<file path="src/rtl/uart_tx_queue.sv">
// Buffered UART transmit scheduler: a DEPTH-entry byte FIFO feeding the sender
// one byte at a time, gated by the sender's tx_status start/complete handshake.
module uart_tx_queue #(
  parameter int DEPTH   = 8,
  parameter int PTR_W   = 3,
  parameter int BUSY_TO = 16
) (
  input  logic             sysclk,
  input  logic             reset,
  input  logic             wr_en,
  input  logic [7:0]       wr_data,
  input  logic             flush,
  input  logic             irq_en,
  input  logic             irq_ack,
  input  logic             tx_status,
  output logic             tx_en,
  output logic [7:0]       tx_data,
  output logic [PTR_W:0]   count,
  output logic             full,
  output logic             empty,
  output logic             busy,
  output logic             overflow,
  output logic             tx_err,
  output logic             tx_irq
);

  localparam int TO_W = $clog2(BUSY_TO) + 1;
  localparam logic [PTR_W-1:0] PTR_ONE = 1;
  localparam logic [PTR_W:0]   CNT_ONE = 1;
  localparam logic [TO_W-1:0]  TO_ONE  = 1;
  localparam logic [TO_W-1:0]  TO_LAST = TO_W'(BUSY_TO - 1);

  typedef enum logic [1:0] {IDLE, SEND, WAIT_BUSY, WAIT_DONE} state_t;

  state_t           state, state_next;
  logic [7:0]       mem [DEPTH];
  logic [PTR_W-1:0] wr_ptr, rd_ptr;
  logic [TO_W-1:0]  to_cnt;
  logic             push, pop, timeout, drained, dropped;

  assign full    = (count == (PTR_W+1)'(DEPTH));
  assign empty   = (count == '0);
  assign push    = wr_en && !full && !flush;
  assign dropped = wr_en && full && !flush;
  assign pop     = (state == IDLE) && !empty && tx_status && !flush;
  assign timeout = (state == WAIT_BUSY) && tx_status && (to_cnt == TO_LAST);
  // A push landing in the completion cycle means the queue did not really drain.
  assign drained = (state == WAIT_DONE) && tx_status && (count == '0) && !push;

  always_ff @(posedge sysclk or negedge reset) begin
    if (!reset) state <= IDLE;
    else        state <= state_next;
  end

  always_comb begin
    state_next = state;
    case (state)
      IDLE:      if (pop) state_next = SEND;
      SEND:      state_next = WAIT_BUSY;
      WAIT_BUSY: begin
        if (!tx_status)   state_next = WAIT_DONE;
        else if (timeout) state_next = IDLE;
      end
      WAIT_DONE: if (tx_status) state_next = IDLE;
      default:   state_next = IDLE;
    endcase
  end

  always_comb begin
    tx_en = (state == SEND);
    busy  = (state != IDLE);
  end

  always_ff @(posedge sysclk or negedge reset) begin
    if (!reset)                                  to_cnt <= '0;
    else if (state == SEND)                      to_cnt <= '0;
    else if (state == WAIT_BUSY && tx_status && !timeout) to_cnt <= to_cnt + TO_ONE;
  end

  // Storage is not reset; only the pointers and count define valid contents.
  always_ff @(posedge sysclk) begin
    if (push) mem[wr_ptr] <= wr_data;
  end

  always_ff @(posedge sysclk or negedge reset) begin
    if (!reset) begin
      wr_ptr <= '0;
      rd_ptr <= '0;
      count  <= '0;
    end else if (flush) begin
      wr_ptr <= '0;
      rd_ptr <= '0;
      count  <= '0;
    end else begin
      if (push) wr_ptr <= wr_ptr + PTR_ONE;
      if (pop)  rd_ptr <= rd_ptr + PTR_ONE;
      case ({push, pop})
        2'b10:   count <= count + CNT_ONE;
        2'b01:   count <= count - CNT_ONE;
        default: count <= count;
      endcase
    end
  end

  always_ff @(posedge sysclk or negedge reset) begin
    if (!reset)   tx_data <= '0;
    else if (pop) tx_data <= mem[rd_ptr];
  end

  // Sticky status flags; a set in the same cycle as irq_ack takes priority.
  always_ff @(posedge sysclk or negedge reset) begin
    if (!reset) begin
      overflow <= 1'b0;
      tx_err   <= 1'b0;
      tx_irq   <= 1'b0;
    end else begin
      if (dropped)              overflow <= 1'b1;
      else if (irq_ack)         overflow <= 1'b0;
      if (timeout)              tx_err   <= 1'b1;
      else if (irq_ack)         tx_err   <= 1'b0;
      if (drained && irq_en)    tx_irq   <= 1'b1;
      else if (irq_ack)         tx_irq   <= 1'b0;
    end
  end

endmodule

</file>
<file path="config.mk">
export PLATFORM = sky130hd
export DESIGN_NAME = uart_tx_queue
export DESIGN_NICKNAME = d
export VERILOG_FILES = /design/src/rtl/uart_tx_queue.sv
export SDC_FILE = /design/constraint.sdc
export NUM_CORES = 1
export LEC_CHECK = 0
export ABC_AREA = 1
export BUFFER_PORTS_ARGS = -buffer_cell sky130_fd_sc_hd__buf_2
export CAP_MARGIN = 25
export CORE_MARGIN = 1.5
export CORE_UTILIZATION = 46
export CTS_CLUSTER_DIAMETER = 30
export DETAILED_ROUTE_END_ITERATION = 10
export PLACE_DENSITY = 0.67
export SYNTH_ARGS = -nofsm -noshare
export SYNTH_HDL_FRONTEND = slang
export SYNTH_SLANG_ARGS = --single-unit
</file>
<file path="constraint.sdc">
create_clock -name sysclk -period 2.1 [get_ports sysclk]
set_input_delay 0.105 -clock sysclk [delete_from_list [all_inputs] [get_ports sysclk]]
set_output_delay 0.105 -clock sysclk [all_outputs]
set_load 0.03 [all_outputs]
</file>
==> results.md <==
- result of the run: completed
- effective utilization at floorplan: 47.9%
- type of the worst min-delay path: primary input to flop
- biggest area consumer among synthesized cells: edfxtp_1
- Fin. Hold Viols: 0
- number of instances in the synthesized netlist: 356
- final standard cell count with taps included and fillers excluded: 521
- Cells after DPL: 502
- met1 demand-to-capacity share in global routing: 24.5%
- clock latency on the worst-skew pair: 0.35 ns
- number of sinks handled by clock tree synthesis: 92
- gr ovfl total: 0
- wire length per cell after detailed routing: 15.4 µm
- detail-routed via count per cell: 5.13
- all-layer global routing usage: 19.0%
- clock tree skew after final layout: 0.0119 ns
- Die Height: 95.9 µm
- CTS buffer count: 9
- final critical-path setup slack: 0.197 ns
- number of nets in the layout: 434
- register clock-pin slew on the reported worst setup and hold paths: 0.09 ns
- cell with the most instances after synthesis: edfxtp_1
- top cells by instance count after synthesis: edfxtp_1, nor2_1, nand2_1
- Worst-Margin Slew: 0.702 ns
- diode insertion count for antenna repair: 0
- power density of the placed cells: 1010 nW/µm²
- sequential fraction of the synthesis area: 66.0%
- area share of the leading cell type in the synthesized netlist: 48.4%
- kind of capture point of the worst setup path: flop
- minimum clock period after layout: 1.90 ns
- post-detailed-route count of antenna-violating nets: 0
- post-synth cell types: 32
- top-level I/O count: 34
- leading post-synthesis cells by cell area: edfxtp_1, dfrtp_1, nor2_1, o21ai_0, nand2_1
- most utilized layer in the global route result: met2
- maximum number of pins on one net before global-route repair: 35
- Post-Synthesis Net Count: 378
- FF-to-FF Start: count[3]
- fill count: 713
- hold wc startpoint: tx_status
- number of buffers inserted by port buffering: 33
- area added between synthesis and finish: 15.8%
- max-cap viol count: 0
- worst slack, placed: 0.0916 ns
- antenna violations before repair: 0
- global-route wire length before repair: 12.6 mm
- highest clock frequency the design can meet: 525 MHz
- Final Max Slew Viols: 0
- count of flip-flops with a built-in enable after synthesis: 64
- Slew HR: 53.2%
- total power draw: 4660 µW
- worst vdd ir: 0.515 mV
- cell area after technology mapping: 3970 µm²
- required time at the endpoint of the critical path: 2.35 ns
- worst-case clock buffer depth: 2
- synthesized area per cell: 11.2 µm²
- Final setup viols: 0
- leading register cell type out of synthesis: edfxtp_1
- met3 Resource Use GR: 3.95%
- DRC: 0
- share of async-settable or async-resettable flops after synthesis: 30.4%
- Arr. time, crit path: 2.15 ns
- Crit Path Class: flop to flop
- die area: 9200 µm²
- synth warn: 0
- fraction of layout cells with a size suffix above 1: 22.8%
- share of the cycle needed by the critical path after routing: 90.6%
- final standard cell utilization of the core: 55.4%
- post-detailed-routing wire length: 8.01 mm
- FP Rows: 33
- drt first-iter violations: 180
- dpl hpwl: 5.12 mm
- worst setup path startpoint: count[3]
- Vias: 2671
- number of synthesized register bits: 92
- gp weighted congestion: 0.860
- Critical Path Source Type: flop
- Floorplan Core Area: 8300 µm²
- detailed-router iteration count before antenna repair: 4
- horizontal die dimension: 95.9 µm
- TritonCTS clock tree: built
- Clock H-tree levels: 3
- Clock Root Buffer: clkbuf_8
- static leakage: 0.00187 µW
- maximum fanout encountered on the critical timing path: 6
- global-route track usage on met2: 30.9%
- via count of the first global-routing pass: 2515
==> registers in the layout, summed over array words and instances (netlist names) <==
name      flops
to_cnt        5
tx_err        1
tx_data       8
count         4
overflow      1
rd_ptr        3
mem          64
wr_ptr        3
tx_irq        1
state         2
==> power by group <==
group	switching (µW)	leakage, µW	internal (µW)	total, µW
registers	114	0.000946	2110	2220
logic	853	0.000826	402	1260
clock network	629	0.0000938	558	1190
==> area by class of cell <==
cell class                 count  area, µm²  share of cell area [%]
tap                          105        131                    2.86
clock buffer                   9        124                    2.69
timing repair buffer          57        350                    7.62
sequential                    92       2620                    57.0
multi-input combinational    223       1170                    25.5
clock inverter                 6       73.8                    1.61
inverter                      29        123                    2.67
==> metrics by stage <==
stage | area (µm²) | TNS (ns) | hold WS, ns
5_1_grt | 4600 | -0.0254 | 0.00907
6_report | 4600 | 0 | 0.0276
3_3_place_gp | 4350 | 0 | 0.188
4_1_cts | 4560 | 0 | 0.00594
3_5_place_dp | 4350 | 0 | 0.199
2_1_floorplan | 3970 | 0 | -0.191
==> cells by family after synthesis <==
kind of cell             after synthesis  synth area share (%)
AO/OA/AOI/OAI                         74                  10.6
XOR/XNOR                               2                 0.441
adder cells (fa/ha/maj)                7                  2.39
buffers and inverters                 41                  4.88
flip-flops                            92                  66.0
AND/OR/NAND/NOR                      140                  15.7
==> placed cells by master, fill, tap and decap left out, types with 2 or more instances in the layout <==
cell type	n
edfxtp_1	64
dlygate4sd3_1	2
nand2_2	6
a31oi_1	2
nor2_4	2
nor2_2	3
nand3_1	16
dfrtp_1	27
inv_2	6
clkbuf_8	9
nor3_1	2
o211ai_1	16
a21oi_1	3
buf_2	33
nor2_1	62
buf_4	22
clkinvlp_4	2
inv_1	21
o21ai_1	15
ha_1	5
o21ai_0	34
nand2_1	44
xor2_1	2
==> layer usage <==
metal,routed length (µm),vias up
li1,-,1340
met1,3590,1274
met2,3980,41
met3,238,16
met4,189,0
met5,0,-
==> critical path, cell delays in order (launching register included) <==
cell and delay (ns):
dfrtp_1 0.42, inv_2 0.06, nor2_1 0.08, nand2_1 0.09
nand2_2 0.09, inv_2 0.08, nor2_4 0.17, ha_4 0.24
a21oi_2 0.17, nand3_1 0.08, nand2_1 0.09, inv_1 0.05
nand2_1 0.05, nand2_1 0.04, nand2_1 0.06, nand2_1 0.04
==> what timing repair did <==
item	in CTS	in global routing
gates resized for setup	0	4
setup endpoints to repair	0	1
buffers inserted	0	2
hold endpoints to repair	31	0
hold buffers	2	0
==> path summary, 6_finish.rpt <==
| kind | end | slack (ns) | cells past startpoint |
|---|---|---|---|
| max in group asynchronous | count[2] | 1.23 | 2 |
| min in group asynchronous | count[1] | 0.39 | 2 |
| worst max-delay path | count[3] | 0.20 | 15 |
| worst min register to register | tx_data[5] | 0.48 | 2 |
| worst min-delay path | state[1] | 0.03 | 2 |
| worst max register to register | count[3] | 0.20 | 15 |
No activity file was read; power rests on OpenSTA's default activity.
